--- src/rtl/param_ssd_pkg.sv ---
// param_ssd_pkg: shared types and defaults for the parametrised serial
// sequence detector (param_ssd) and its pattern window sub-module.
// Optional build macro PARITY_CHK_EN enables the PARITY state in param_ssd.
package param_ssd_pkg;

    // Frame FSM states; PARITY is only reachable when PARITY_CHK_EN is defined
    typedef enum logic [1:0] {
        HUNT    = 2'd0,
        COLLECT = 2'd1,
        PARITY  = 2'd2
    } ssd_state_t;

    // Default configuration: 4-bit start pattern 1110 followed by an 8-bit payload
    localparam int                     DEF_PAT_W       = 4;
    localparam logic [DEF_PAT_W-1:0]   DEF_PATTERN     = 4'b1110;
    localparam int                     DEF_PAYLOAD_LEN = 8;
    localparam int                     DEF_CNT_W       = 8;

    // Payload bit counter must be able to hold the value PAYLOAD_LEN
    function automatic int bit_cnt_width(input int payload_len);
        return $clog2(payload_len + 1);
    endfunction

endpackage

--- src/rtl/ssd_pattern_window.sv ---
// ssd_pattern_window: sliding history window that hunts the serial stream
// for the start pattern. Keeps the last PAT_W-1 accepted bits plus a fill
// counter so that the all-zero reset history can never produce a hit.
// The hit output is Mealy: it combines the stored history with the live bit.
module ssd_pattern_window
    import param_ssd_pkg::*;
#(
    parameter int               PAT_W   = DEF_PAT_W,
    parameter logic [PAT_W-1:0] PATTERN = DEF_PATTERN
) (
    input  logic clk,
    input  logic rst,
    input  logic shift_en,
    input  logic serin,
    output logic hit
);

    // Fill counts up to PAT_W-1, so it needs $clog2(PAT_W) bits (PAT_W >= 2)
    localparam int                FILL_W   = $clog2(PAT_W);
    localparam logic [FILL_W-1:0] FILL_MAX = FILL_W'(PAT_W - 1);

    logic [PAT_W-2:0]  history_q;
    logic [PAT_W-2:0]  history_d;
    logic [FILL_W-1:0] fill_q;
    logic [FILL_W-1:0] fill_d;
    logic [PAT_W-1:0]  window;

    // Candidate window is the stored history with the live bit appended as LSB
    always_comb begin
        window = {history_q, serin};
        hit    = shift_en && (fill_q == FILL_MAX) && (window == PATTERN);
    end

    // Slide the window on accepted bits; a hit clears it for the next hunt
    always_comb begin
        history_d = history_q;
        fill_d    = fill_q;
        if (shift_en) begin
            if (hit) begin
                history_d = '0;
                fill_d    = '0;
            end else begin
                history_d = window[PAT_W-2:0];
                if (fill_q != FILL_MAX) begin
                    fill_d = fill_q + 1'b1;
                end
            end
        end
    end

    // History and fill registers
    always_ff @(posedge clk or posedge rst) begin
        if (rst) begin
            history_q <= '0;
            fill_q    <= '0;
        end else begin
            history_q <= history_d;
            fill_q    <= fill_d;
        end
    end

endmodule

--- src/rtl/param_ssd.sv ---
// param_ssd: parametrised serial sequence detector and payload collector.
// Hunts for PATTERN on serin (sampled only while detect=1), then collects
// PAYLOAD_LEN bits MSB-first, presents the word on data_out with a one-cycle
// frame_valid pulse and counts completed frames (saturating).
// Optional build macro PARITY_CHK_EN: a trailing even-parity bit follows each
// payload, the frame is delivered after it and parity_err reports a mismatch.
module param_ssd
    import param_ssd_pkg::*;
#(
    parameter int               PAT_W       = DEF_PAT_W,
    parameter logic [PAT_W-1:0] PATTERN     = DEF_PATTERN,
    parameter int               PAYLOAD_LEN = DEF_PAYLOAD_LEN,
    parameter int               CNT_W       = DEF_CNT_W
) (
    input  logic                   clk,
    input  logic                   rst,
    input  logic                   serin,
    input  logic                   detect,
    output logic                   collectvalid,
    output logic                   pattern_hit,
    output logic [PAYLOAD_LEN-1:0] data_out,
    output logic                   frame_valid,
    output logic [CNT_W-1:0]       frame_cnt
`ifdef PARITY_CHK_EN
    ,
    output logic                   parity_err
`endif
);

    localparam int                BCNT_W   = bit_cnt_width(PAYLOAD_LEN);
    localparam logic [BCNT_W-1:0] LAST_BIT = BCNT_W'(PAYLOAD_LEN - 1);
    // Index width for addressing one payload bit (at least one bit wide)
    localparam int                IDX_W    = (PAYLOAD_LEN > 1) ? $clog2(PAYLOAD_LEN) : 1;

    ssd_state_t               state_q;
    ssd_state_t               state_d;
    logic [BCNT_W-1:0]        bit_cnt_q;
    logic [BCNT_W-1:0]        bit_cnt_d;
    logic [PAYLOAD_LEN-1:0]   sr_q;
    logic [PAYLOAD_LEN-1:0]   sr_d;
    logic [PAYLOAD_LEN-1:0]   data_q;
    logic [PAYLOAD_LEN-1:0]   data_d;
    logic                     frame_valid_q;
    logic                     frame_valid_d;
    logic [CNT_W-1:0]         frame_cnt_q;
    logic [CNT_W-1:0]         frame_cnt_d;
`ifdef PARITY_CHK_EN
    logic                     parity_err_q;
    logic                     parity_err_d;
`endif

    logic                     hunt_en;
    logic                     last_bit;
    logic [IDX_W-1:0]         slot;
    logic [PAYLOAD_LEN-1:0]   word_now;
    logic [CNT_W-1:0]         cnt_next;

    // Pattern hunting lives in the window; it only sees bits accepted in HUNT
    ssd_pattern_window #(
        .PAT_W   (PAT_W),
        .PATTERN (PATTERN)
    ) u_window (
        .clk      (clk),
        .rst      (rst),
        .shift_en (hunt_en),
        .serin    (serin),
        .hit      (pattern_hit)
    );

    // FSM state register
    always_ff @(posedge clk or posedge rst) begin
        if (rst) begin
            state_q <= HUNT;
        end else begin
            state_q <= state_d;
        end
    end

    // FSM next state: HUNT -> COLLECT on a hit, back after the last payload bit
    always_comb begin
        state_d = state_q;
        case (state_q)
            HUNT: begin
                if (pattern_hit) begin
                    state_d = COLLECT;
                end
            end
            COLLECT: begin
                if (detect && last_bit) begin
`ifdef PARITY_CHK_EN
                    state_d = PARITY;
`else
                    state_d = HUNT;
`endif
                end
            end
`ifdef PARITY_CHK_EN
            PARITY: begin
                if (detect) begin
                    state_d = HUNT;
                end
            end
`endif
            default: begin
                state_d = HUNT;
            end
        endcase
    end

    // FSM outputs and decodes: Mealy collect strobe and window enable
    always_comb begin
        hunt_en      = detect && (state_q == HUNT);
        collectvalid = detect && (state_q == COLLECT);
        last_bit     = (bit_cnt_q == LAST_BIT);
    end

    // Payload assembly, frame delivery and saturating frame count
    always_comb begin
        sr_d          = sr_q;
        bit_cnt_d     = bit_cnt_q;
        data_d        = data_q;
        frame_valid_d = 1'b0;
        frame_cnt_d   = frame_cnt_q;
`ifdef PARITY_CHK_EN
        parity_err_d  = parity_err_q;
`endif

        // Bit k of the payload lands at position PAYLOAD_LEN-1-k, which is the
        // same word an MSB-first shift register would hold after the last bit
        slot             = IDX_W'(LAST_BIT - bit_cnt_q);
        word_now         = sr_q;
        word_now[slot]   = serin;
        cnt_next         = (frame_cnt_q == {CNT_W{1'b1}}) ? frame_cnt_q : frame_cnt_q + 1'b1;

        if (pattern_hit) begin
            bit_cnt_d = '0;
        end

        if (collectvalid) begin
            sr_d = word_now;
            if (last_bit) begin
                bit_cnt_d = '0;
`ifndef PARITY_CHK_EN
                data_d        = word_now;
                frame_valid_d = 1'b1;
                frame_cnt_d   = cnt_next;
`endif
            end else begin
                bit_cnt_d = bit_cnt_q + 1'b1;
            end
        end

`ifdef PARITY_CHK_EN
        // Parity bit: deliver the held payload and flag odd overall parity
        if (detect && (state_q == PARITY)) begin
            data_d        = sr_q;
            parity_err_d  = (^sr_q) ^ serin;
            frame_valid_d = 1'b1;
            frame_cnt_d   = cnt_next;
        end
`endif
    end

    // Datapath registers; reset discards any partial frame
    always_ff @(posedge clk or posedge rst) begin
        if (rst) begin
            sr_q          <= '0;
            bit_cnt_q     <= '0;
            data_q        <= '0;
            frame_valid_q <= 1'b0;
            frame_cnt_q   <= '0;
`ifdef PARITY_CHK_EN
            parity_err_q  <= 1'b0;
`endif
        end else begin
            sr_q          <= sr_d;
            bit_cnt_q     <= bit_cnt_d;
            data_q        <= data_d;
            frame_valid_q <= frame_valid_d;
            frame_cnt_q   <= frame_cnt_d;
`ifdef PARITY_CHK_EN
            parity_err_q  <= parity_err_d;
`endif
        end
    end

    assign data_out    = data_q;
    assign frame_valid = frame_valid_q;
    assign frame_cnt   = frame_cnt_q;
`ifdef PARITY_CHK_EN
    assign parity_err  = parity_err_q;
`endif

endmodule

--- config.mk ---
export PLATFORM = sky130hd
export DESIGN_NAME = param_ssd
export DESIGN_NICKNAME = d
export VERILOG_FILES = /design/src/rtl/param_ssd_pkg.sv /design/src/rtl/ssd_pattern_window.sv /design/src/rtl/param_ssd.sv
export SDC_FILE = /design/constraint.sdc
export NUM_CORES = 1
export LEC_CHECK = 0
export CORE_ASPECT_RATIO = 0.6
export CORE_MARGIN = 2
export CORE_UTILIZATION = 25
export DETAILED_ROUTE_END_ITERATION = 7
export MAX_ROUTING_LAYER = met4
export PLACE_DENSITY_LB_ADDON = 0.1
export SLEW_MARGIN = 20
export SYNTH_ARGS = -nofsm -noshare
export SYNTH_HDL_FRONTEND = slang
export SYNTH_HIERARCHICAL = 1
export SYNTH_SLANG_ARGS = --single-unit
--- constraint.sdc ---
create_clock -name clk -period 2.1 [get_ports clk]
set_clock_uncertainty 0.1 [all_clocks]
set_input_delay 0.315 -clock clk [delete_from_list [all_inputs] [get_ports clk]]
set_output_delay 0.315 -clock clk [all_outputs]
set_load 0.01 [all_outputs]
# == Word-level counts from Yosys, hierarchy flattened ==
# Index checks and enable logic that the tools add are counted.
# totals
register_bits,36
output_inout_bits,19
wordCells,50
# op_classes
n_addsub,4
magnitude_cmp,2
n_eq_ne,8
mux,14
n_bitwise,1
reduce_logical,13
# op_table
operator,n
4-bit 2-to-1 mux,3
"8-bit by 1-bit adder with 8-bit output, second input constant",1
8-bit bitwise mux,1
"8-bit equality test, second input constant",1
2-bit 2-to-1 mux,4
1-bit logical AND,6
"2-bit inequality test, second input constant",3
2-bit AND reduction,3
"4-bit by 1-bit adder with 4-bit output, second input constant",1
"4-bit by 3-bit equality test with 1-bit output, second input constant",1
"4-bit equality test, second input constant",1
"3-bit by 4-bit < comparator with 1-bit output, second input constant",1
2-bit case mux with 2 select lines,1
2-bit nonzero test,2
1-bit demux with 3-bit select,1
"3-bit by 1-bit >= comparator with 1-bit output, second input constant",1
1-bit 2-to-1 mux,3
3-bit 2-to-1 mux,1
3-bit AND reduction,1
"3-bit subtractor, first input constant",1
"2-bit by 1-bit adder with 2-bit output, second input constant",1
"2-bit by 1-bit equality test with 1-bit output, second input constant",1
"2-bit equality test, second input constant",1
2-bit zero test,1
1-bit NOT,1

# == Longest topological paths before layout ==
# depth
ltp_word,6
depth_mapped,7
depth_no_buf,6

# == Hierarchy ==
# The synthesis kept the hierarchy.
# modules_own_cells
module,instances,cells_each,area_each_um2
param_ssd,1,144,1560.2
ssd_pattern_window,1,24,244.0

# == Worst setup path before layout ==
# Ideal clock, no wire load.
# synth_path
kind,flip-flop to flip-flop
startpoint,reg state_q[0]
endpoint,reg bit_cnt_q[3]
setup_time_ns,0.121
t_arrival_ns,1.575
required_ns,1.879
slack_ns,0.304
stages_incl_launch_ff,8
cell_sequence,dfrtp_1 and2b_1 buf_2 nand2_1 nor2_1 a21oi_1 a21o_1 a22o_1
# synth_via
elab_chain_cells,5
word_cells_on_any_way,8
# synth_lines
element,line,text
"start, declared",param_ssd.sv:35,ssd_state_t state_q;
"start signal, assigned",param_ssd.sv:75,state_q <= state_d;
2-bit zero test,param_ssd.sv:112,hunt_en = detect && (state_q == HUNT);
1-bit logical AND,param_ssd.sv:112,
via hunt_en,param_ssd.sv:52,logic hunt_en;
1-bit logical AND (2 in a row),ssd_pattern_window.sv:31,hit = shift_en && (fill_q == FILL_MAX) && (window == PATTERN);
via pattern_hit,param_ssd.sv:20,"output logic pattern_hit,"
2-bit nonzero test (no line),n/a,
"end signal, assigned",param_ssd.sv:177,bit_cnt_q <= bit_cnt_d;
"end, declared",param_ssd.sv:37,logic [BCNT_W-1:0] bit_cnt_q;
# The timed path passes the listed nets, and every way through them passes these cells.
# A chain may end at the register's enable or synchronous reset.

# == Final worst setup path ==
# layout_path
startpoint,in detect
endpoint,out collectvalid
# layout_via
elab_chain_cells,1
# layout_lines
element,line,text
"start, declared",param_ssd.sv:18,"input logic detect,"
1-bit logical AND,param_ssd.sv:113,collectvalid = detect && (state_q == COLLECT);
"end, declared",param_ssd.sv:19,"output logic collectvalid,"
# Every way passes these cells.

==> summary by stage <==
Run status
The flow ran to the end, and the final reports show no timing, DRC or antenna violations.

Place
In this run the cell area measured after placement is 0.002187 mm^2. The last weighted congestion value of the routability-driven placer is 0.7925. Once detailed placement completed, the half-perimeter wirelength came to 3024 um. The cell total after placement is 283. OpenSTA, run right after detailed placement, puts the worst setup slack at -0.01839 ns. The count of buffers inserted at the top-level ports is 22.

GRT
Global routing finished with a remaining overflow of 0. The pin count of the biggest net entering global routing is 31. For this run, global-route usage on met2 was measured as 17.10%. In the global route stage, met3 resource usage came out at 2.797%. For met1 alone, demand over resource in global routing was 16.15%. The initial antenna violation count is 0. The global routing stage identified its most utilized layer as met2. The via count of the first global-routing pass came to 1426. The first global-routing pass estimated 7189 um of wire. Global routing consumed, over all layers together, 12.05% of the routing resources.

Clock tree
The tree is rooted in a clkbuf_16. The buffer levels on the longest clock path is 2. The H-tree depth reported by CTS is 2.

The TritonCTS buffer count is 5. The CTS clock-pin slew for the worst setup and hold paths is 0.05 ns. The insertion delay of the later-clocked pin in the worst-skew pair is 0.28 ns. The clock net in this run drives a total of 35 sinks. TritonCTS built the clock tree. The number of setup buffers added after CTS is 0.

Synth
When the netlist entered floorplanning its net count stood at 175. By area, the combinational part of the netlist is dominated by simple AND/OR/NAND/NOR gates. Sequential cells were found to cover 48.54% of the synthesized design area. Summing the areas of all compound-gate instances in the mapped netlist gives 14.22% of the synthesized area. The prevailing post-synth register cell is dfrtp_1. The synthesized netlist devotes 0.9709% of its cell area to XOR and XNOR gates.

The total number of yosys warnings is 6. The average instance area after synthesis is 10.74 um^2. The number of distinct library cells after synthesis is 44.

The synthesized netlist devotes 2.080% of its cell area to adder and majority cells. Of all cell types, the one taking the most synthesized area is dfrtp_1. The number of enable-type register cells in the synthesized netlist is 0. The total of flip-flops plus latches after synthesis is 35. The fraction of synthesized area in multiplexers is 11.51%. Yosys attributes the largest share of cell area to dfrtp_1, mux2_2, a21oi_1. The top cell type's share of synthesized area is 48.54%. The area fraction in and, or, nand and nor cells after synthesis is 17.55%. The share of synthesized registers carrying an async set or reset is 100.0%. The summed instance area of the synthesized netlist is 0.001804 mm^2.

Synthesis produced 168 cells.

Drt
The post-detailed-routing wire length is 4346 um. The DRC violation count after routing is 0. Dividing the detail-routed via count by the number of cells gives 4.887.

Detailed routing inserted a total of 1422 vias. The number of nets still failing antenna checks after routing is 0. The first detailed-routing pass took 4 iterations. The violation count after the first detailed-routing iteration is 51. In the final routed layout, each cell accounts on average for 14.93 um.

Timing
The highest clock rate is 500.2 MHz. The relative max-transition margin is 71.87%. In the post-route analysis, the smallest setup slack over all paths is 0.1009 ns. The worst-margin pin slew is 0.4219 ns. The worst path in the final design needs a cycle of 1.999 ns, including I/O delays and setup.

Setup violations remaining at the end of the flow were counted as 0. Setup repair after global routing left no endpoint under its margin. The max-slew violation count is 0. The worst hold-check slack is 0.1614 ns.

The count of endpoints failing hold in the final timing report is 0. The portion of the clock cycle consumed by the worst path in the final layout is 95.19%.

Worst setup path
The nature of the critical path endpoint is an output pin. STA classifies the critical path startpoint as an input pin. The reg2reg setup slack is 0.35 ns. For the worst setup path, the data required time is 1.68 ns. Traced cell by cell, the critical path runs through clkdlybuf4s50_1, buf_4, nand2_2, clkinv_1, clkdlybuf4s50_1. The count of buffer and inverter cells on the critical path is 4.

The setup path with the least slack is of type in2out. The critical path's top delay family is buffers and inverters. The critical path arrival is 1.58 ns. By instance count, the cell type seen most on the critical path is clkdlybuf4s50_1. The maximum single-stage delay on the critical path is 0.54 ns. The cell with the largest stage delay on the worst path is clkdlybuf4s50_1. In this run the worst path has a maximum fanout of 3.

Pwr
The worst-case vdd ir drop is 0.3385 mV. The analysis attributes to cell leakage a power of 1.063 nW. The power density normalized to cell area is 958.0 mW/mm^2.

Hold path
The path category of the worst min-delay check is in2async.

Floorplan
The initial core utilization is 26.45%. The die covers 0.007935 mm^2. The overall die height is 69.81 um.

After floorplanning, the core was sized to cover 0.006820 mm^2. The row count is 23. During I/O placement, the number of pins put on the boundary was 23. From left edge to right edge, the die measures 113.7 um.

Cells and area
The post-route non-filler standard cell count is 291. The synthesis-to-layout area growth is 29.82%. The proportion of layout cells with a drive suffix above 1 is 19.61%. The net count of the finished layout is 210. With fillers left out, the area of the finished cells amounts to 0.002342 mm^2. The layout has 685 filler cells. The number of diodes is 0.

Run
The max-capacitance violation count is 0.
-- worst register-to-register path, cell delays in order, from the launching register on --
cell and delay [ns]:
dfrtp_1 0.35, ha_1 0.31, nand2_1 0.17, nor4_1 0.33, mux2_2 0.37
-- cell families after synthesis --
logic type      Yosys count
compound gates           40
xor+xnor                  2
mux                      19
simple gates             51
fa+ha+maj                 3
flops                    35
buf+inv                  18
-- flip-flops by register name, summed over array words and instances, names as in the netlist --
register and count:
frame_valid 1, data_out 8, sr_q 8, state_q 1, u_window/fill_q 2, u_window/history_q 3
frame_cnt 8, bit_cnt_q 4
-- area by class of cell --
| type | count | area (um^2) | share of cell area [%] |
|---|---|---|---|
| well taps | 87 | 108.9 | 4.647 |
| repair buffers | 37 | 331.6 | 14.16 |
| clock buffers | 8 | 156.4 | 6.677 |
| flip-flops and latches | 35 | 875.8 | 37.39 |
| inverters | 9 | 33.78 | 1.442 |
| multi-input cells | 115 | 835.8 | 35.68 |
-- timing repair --
| item | 4_1_cts | 5_1_grt |
|---|---|---|
| endpoints found under the hold margin | 0 | 0 |
| hold buffers | 0 | 0 |
| resized for setup | 1 | 0 |
| setup endpoints to repair | 1 | 0 |
-- power breakdown --
group          leakage (nW)  total (W)  internal, W  switching [W]
Combinational         0.522   0.000604     0.000277       0.000327
Sequential            0.463   0.000868     0.000783      0.0000852
Clock                0.0772   0.000772     0.000505       0.000268
Total                  1.06    0.00224      0.00156       0.000679
-- per-layer routing --
layer	wire, um	up-vias
met5	0	-
met4	48	0
met3	132	7
met2	1947	34
met1	2218	702
li1	-	679
-- final timing paths --
kind,startpoint,endpoint,depth (start not counted)
worst max-delay path,detect,collectvalid,5
worst min-delay path,rst,u_window/fill_q[0],2
worst max register to register,bit_cnt_q[0],frame_cnt[7],4
worst min register to register,sr_q[4],sr_q[4],2
max in group asynchronous,rst,data_out[7],3
min in group clk,sr_q[4],sr_q[4],2
-- per-stage QoR --
step           total power (W)   TNS, ns  util, %
2_1_floorplan         0.001322         0        -
3_3_place_gp          0.001456         0    32.07
3_5_place_dp          0.001484  -0.01839    32.07
4_1_cts               0.002275         0    34.34
5_1_grt               0.002374         0    34.34
6_report              0.002244         0    34.34
-- placed cells by master, fill, tap and decap left out, drive strengths merged, types with 2 or more instances in the layout --
cell type | synthesis | layout
a2111oi | 2 | 2
a21boi | 2 | 2
a21oi | 20 | 20
a31oi | 2 | 2
buf | 8 | 15
clkbuf | 1 | 8
clkdlybuf4s50 | 0 | 21
dfrtp | 35 | 35
ha | 3 | 3
inv | 8 | 8
mux2 | 11 | 11
mux2i | 8 | 8
nand2 | 14 | 14
nand3 | 4 | 4
nand3b | 4 | 4
nand4 | 2 | 2
nand4b | 4 | 4
nor2 | 9 | 9
nor3 | 2 | 2
nor3b | 3 | 3
nor4 | 4 | 4
o21ai | 6 | 6
o22ai | 2 | 2
o31ai | 2 | 2
-- synth_stat cells, types with 2 or more instances --
master     n
dfrtp_1   35
a21oi_1   20
nand2_1   13
mux2_2    10
inv_1      8
mux2i_1    8
nor2_1     8
o21ai_0    6
buf_2      5
nand3_1    4
nand4b_1   4
ha_1       3
nand3b_1   3
nor3b_1    3
nor4_1     3
a31oi_1    2
buf_6      2
nand4_1    2
nor3_1     2
o22ai_1    2
o31ai_1    2
Note: power is estimated with default switching activity, not from simulation.
